===== config.mk =====
export PLATFORM = sky130hd
export DESIGN_NAME = timer_sequencer
export DESIGN_NICKNAME = d
export VERILOG_FILES = /design/src/rtl/timer_sequencer.sv
export SDC_FILE = /design/constraint.sdc
export NUM_CORES = 1
export LEC_CHECK = 0
export ABC_CLOCK_PERIOD_IN_PS = 3300
export BUFFER_PORTS_ARGS = -buffer_cell sky130_fd_sc_hd__buf_2
export CAP_MARGIN = 20
export CORE_AREA = 4 4 99 101
export CTS_CLUSTER_DIAMETER = 120
export DETAILED_ROUTE_END_ITERATION = 10
export DIE_AREA = 0 0 103 105
export GPL_ROUTABILITY_DRIVEN = 0
export PLACE_DENSITY = 0.89
export SETUP_SLACK_MARGIN = 0.15
export SYNTH_ARGS = -nofsm -noshare
export SYNTH_HDL_FRONTEND = slang
export SYNTH_SLANG_ARGS = --single-unit

===== constraint.sdc =====
create_clock -name clk -period 3.3 [get_ports clk]
set_input_delay 0.66 -clock clk [delete_from_list [all_inputs] [get_ports clk]]
set_output_delay 0.66 -clock clk [all_outputs]
set_load 0.005 [all_outputs]

===== src/rtl/timer_sequencer.sv =====
// Programmable 555-style pulse sequencer: astable (free-run or burst) or monostable
// output with configurable high/low phase lengths held in shadow registers.
module timer_sequencer #(
  parameter int CNT_W   = 16,
  parameter int BURST_W = 8
) (
  input  logic               clk,
  input  logic               reset,
  input  logic               cfg_we,
  input  logic [CNT_W-1:0]   cfg_high,
  input  logic [CNT_W-1:0]   cfg_low,
  input  logic               cfg_mode,
  input  logic [BURST_W-1:0] cfg_burst,
  input  logic               start,
  input  logic               stop,
  output logic               pulse,
  output logic               busy,
  output logic               done,
  output logic               cfg_err,
  output logic [BURST_W-1:0] period_cnt
);

  typedef enum logic [1:0] {IDLE, HIGH, LOW} state_t;

  state_t             state;
  logic [CNT_W-1:0]   sh_high;
  logic [CNT_W-1:0]   sh_low;
  logic               sh_mode;
  logic [BURST_W-1:0] sh_burst;
  logic [CNT_W-1:0]   cnt;
  logic [CNT_W-1:0]   start_high;
  logic [BURST_W-1:0] period_inc;

  // A zero-length phase still lasts one cycle, so the reload value saturates at 0.
  function automatic logic [CNT_W-1:0] reload(input logic [CNT_W-1:0] len);
    return (len == '0) ? '0 : len - 1'b1;
  endfunction

  // A config write accompanying start applies to the run it launches.
  assign start_high = cfg_we ? cfg_high : sh_high;
  assign period_inc = period_cnt + 1'b1;

  always_ff @(posedge clk or negedge reset) begin
    if (!reset) begin
      state      <= IDLE;
      sh_high    <= CNT_W'(1);
      sh_low     <= CNT_W'(1);
      sh_mode    <= 1'b0;
      sh_burst   <= '0;
      cnt        <= '0;
      pulse      <= 1'b0;
      busy       <= 1'b0;
      done       <= 1'b0;
      cfg_err    <= 1'b0;
      period_cnt <= '0;
    end else begin
      done    <= 1'b0;
      cfg_err <= 1'b0;
      case (state)
        IDLE: begin
          if (cfg_we) begin
            sh_high  <= cfg_high;
            sh_low   <= cfg_low;
            sh_mode  <= cfg_mode;
            sh_burst <= cfg_burst;
          end
          if (start && !stop) begin
            state      <= HIGH;
            cnt        <= reload(start_high);
            pulse      <= 1'b1;
            busy       <= 1'b1;
            period_cnt <= '0;
          end
        end
        HIGH: begin
          if (stop) begin
            state <= IDLE;
            pulse <= 1'b0;
            busy  <= 1'b0;
          end else if (cnt == '0) begin
            pulse <= 1'b0;
            if (sh_mode) begin
              state <= IDLE;
              busy  <= 1'b0;
              done  <= 1'b1;
            end else begin
              state <= LOW;
              cnt   <= reload(sh_low);
            end
          end else begin
            cnt <= cnt - 1'b1;
          end
        end
        LOW: begin
          if (stop) begin
            state <= IDLE;
            pulse <= 1'b0;
            busy  <= 1'b0;
          end else if (cnt == '0) begin
            period_cnt <= period_inc;
            if (sh_burst != '0 && period_inc == sh_burst) begin
              state <= IDLE;
              busy  <= 1'b0;
              done  <= 1'b1;
            end else begin
              state <= HIGH;
              cnt   <= reload(sh_high);
              pulse <= 1'b1;
            end
          end else begin
            cnt <= cnt - 1'b1;
          end
        end
        default: begin
          state <= IDLE;
          pulse <= 1'b0;
          busy  <= 1'b0;
        end
      endcase
      if (cfg_we && state != IDLE) cfg_err <= 1'b1;
    end
  end

endmodule


==> flow_summary.yaml <==
timing:
  final_hold_viol_count: 0
  setup_viol: 0
  skew_ps: 15.4
  hold_slack_ps: 381
  fmax_ghz: 0.335
  rsz0062_at_grt: "no"
  tns_ps: 0
  slew_headroom_pct: 44.5
  finalCriticalPeriod_ps: 2980
  drv_slew: 0
  setup_ws_ps: 318
  worst_slew_pin_slew_ps: 825
  timing.final.crit_share_pct: 90.4
detailed_routing:
  first_iter_violations: 484
  ant_nets: 0
  drt_first_pass_iters: 5
  drcViolationCount: 0
  wl_per_cell_um: 19.4
  route.final.wire_length_um: 14200
  num_vias: 4810
  routed_via_density: 6.55
global_route:
  grt_pass1_wl_um: 22900
  grt_pass1_vias: 4652
  grt_max_degree: 37
  antenna_found_initial: 0
  gr-total-overflow: 0
  grtUsageTotal_pct: 26.7
synthesis:
  synth_adder_area_share_pct: 3.13
  netlist_area_um2: 5190
  synth.top_cells.by_count: "dfrtp_1, mux2_2, nand2_1"
  synth-compound-area-share_pct: 16.0
  yosys_register_bits: 71
  yosysMostFrequentCell: "dfrtp_1"
  synthXorXnorAreaFrac_pct: 8.95
  syn_area_per_cell_um2: 9.17
  synth_cell_types: 61
  synth_seq_area_share_pct: 34.3
  synth_fp_nets: 625
  async_flop_share_pct: 100
  yosysTopAreaCell: "dfrtp_1"
  syn_inst: 566
  synth_top_family_by_area: "simple AND/OR/NAND/NOR gates"
  synth.area.mux_share_pct: 15.2
  synth_edf_count: 0
  yosys.area_share.simple_pct: 18.4
  yosysWarningCount: 0
  yosys-top-cells-area: "dfrtp_1, mux2_2, xnor2_1"
  synth_flop_cell: "dfrtp_1"
  synth_top_area_share_pct: 33.3
cts:
  clock-root-buffer: "clkbuf_8"
  cts_buffers: 9
  h-tree-depth: 3
  clkLatencyLatePin_ps: 370
  cts_tree: "yes"
  clkSinkCount: 71
  clk_pin_slew_worst_paths_ps: 100
  cts_buffer_depth: 2
  postCtsSetupBuffers: 0
critical_path:
  crit_path_max_fanout: 13
  cp.arrival_ps: 3230
  required_ps: 3550
  critPathLaunchType: "register"
  endpoint_kind: "register"
  max_stage_delay_ps: 560
  worstPathCellList: "or4_1 -> or4b_4 -> o31ai_4 -> inv_1 -> a221oi_1 -> o22ai_1 -> mux2_2"
  critical-path-slowest-cell: "or4_1"
  crit_type: "register to register"
layout:
  final.fill_count: 695
  layout-drive-gt1-share_pct: 24.6
  synthToLayoutAreaGrowth_pct: 12.2
  fin_nets: 677
  stdcell_count: 734
  n_antenna_cell: 0
die:
  core_um2: 9020
  num_rows: 35
  ios: 58
  chipWidth_um: 103
  dieHeight_um: 105
  die-area_um2: 10800
  start_util_pct: 57.5
place:
  io_buffers: 57
  hpwl_um: 10700
  place_ws_ps: 333
  dp_cells: 718
pwr:
  ir_drop_uv: 507
  leakagePower_nw: 2.40
  power_density_nw_per_um2: 984
run:
  drv_cap: 0
run_status:
  status: "completed"
hold_path:
  min_path_type: "input pin to async pin"
-- critical path: cells and delay by family, from the launching register on --
family / cells / cell delay (ps)
muxes: 1 / 270
buffers and inverters: 1 / 140
and+or+nand+nor: 2 / 1080
DFF: 1 / 470
AOI/OAI and AO/OA: 3 / 910
-- cells by family after synthesis --
family / after synthesis
AND/OR/NAND/NOR: 183
multiplexers: 72
adder cells (fa/ha/maj): 13
XOR/XNOR: 53
AO/OA/AOI/OAI: 123
flip-flops: 71
buffers and inverters: 51
-- registers in the layout, indices dropped and copies added (netlist names) --
| signal | cells |
|---|---|
| done | 1 |
| sh_mode | 1 |
| period_cnt | 8 |
| cfg_err | 1 |
| sh_burst | 8 |
| pulse | 1 |
| sh_low | 16 |
| sh_high | 16 |
| cnt | 16 |
| state | 2 |
| busy | 1 |
-- what timing repair did --
item                                    4_1_cts  5_1_grt
endpoints found under the setup margin        0        1
hold endpoints to repair                      0        0
gates resized for setup                       0        1
hold buffers                                  0        0
-- final timing paths --
check	startpoint	to	slack (ps)	cells after the start
max	sh_low[10]	cnt[7]	320	7
min	reset	busy	380	1
max reg2reg	sh_low[10]	cnt[7]	320	7
min reg2reg	busy	busy	540	2
max in group asynchronous	reset	sh_high[0]	2100	2
min in group clk	cfg_burst[5]	sh_burst[5]	520	2
-- power breakdown --
part,total [mW],internal [mW],switching [mW]
sequential,1.88,1.28,0.606
clock,0.823,0.436,0.388
combinational,3.03,1.38,1.65
total,5.73,3.09,2.64
-- metal layers --
layer | share of wire, % | vias up | GRT usage (%)
li1 | - | 2183 | -
met1 | 39 | 2297 | 33.1
met2 | 48 | 273 | 44.1
met3 | 8.7 | 57 | 6.54
met4 | 4.3 | 0 | 10.6
met5 | 0 | - | 0
-- through the flow --
step	area, um2	power [mW]	util (%)
after floorplan	5190	3.98	-
after detailed placement	5590	4.80	62.0
final	5820	5.73	64.6
after CTS	5820	5.63	64.5
after global routing	5820	6.07	64.6
after global placement	5590	4.65	62.0
-- layout make-up --
cell class	instances	area (um2)	share of cell area, %
tap	111	139	2.38
multi-input combinational	444	3210	55.1
clock inverter	7	100	1.72
inverter	20	75.1	1.29
timing repair buffer	72	398	6.83
clock buffer	9	124	2.13
sequential	71	1780	30.5
-- placed cells by master, fill, tap and decap left out, types with 4 or more instances in the layout --
master and count:
o21ai_1 5, nor3b_1 5, o211ai_1 4, dfrtp_1 69, nor2_1 36, o22ai_1 7
ha_1 13, or3_1 8, o21a_1 4, o31ai_1 5, inv_6 4, nand3_1 22
nand4_1 6, nand2_1 37, o21ai_0 35, a21oi_1 15, clkbuf_8 9, a31oi_1 5
mux2i_1 18, nor4_1 16, buf_2 57, nor2b_1 5, buf_4 15, a211oi_1 7
nor3_1 22, o221ai_1 8, xnor2_1 31, xor2_1 22, mux2_2 53, inv_1 20
nand2b_1 7
(Power assumes the default switching activity.)
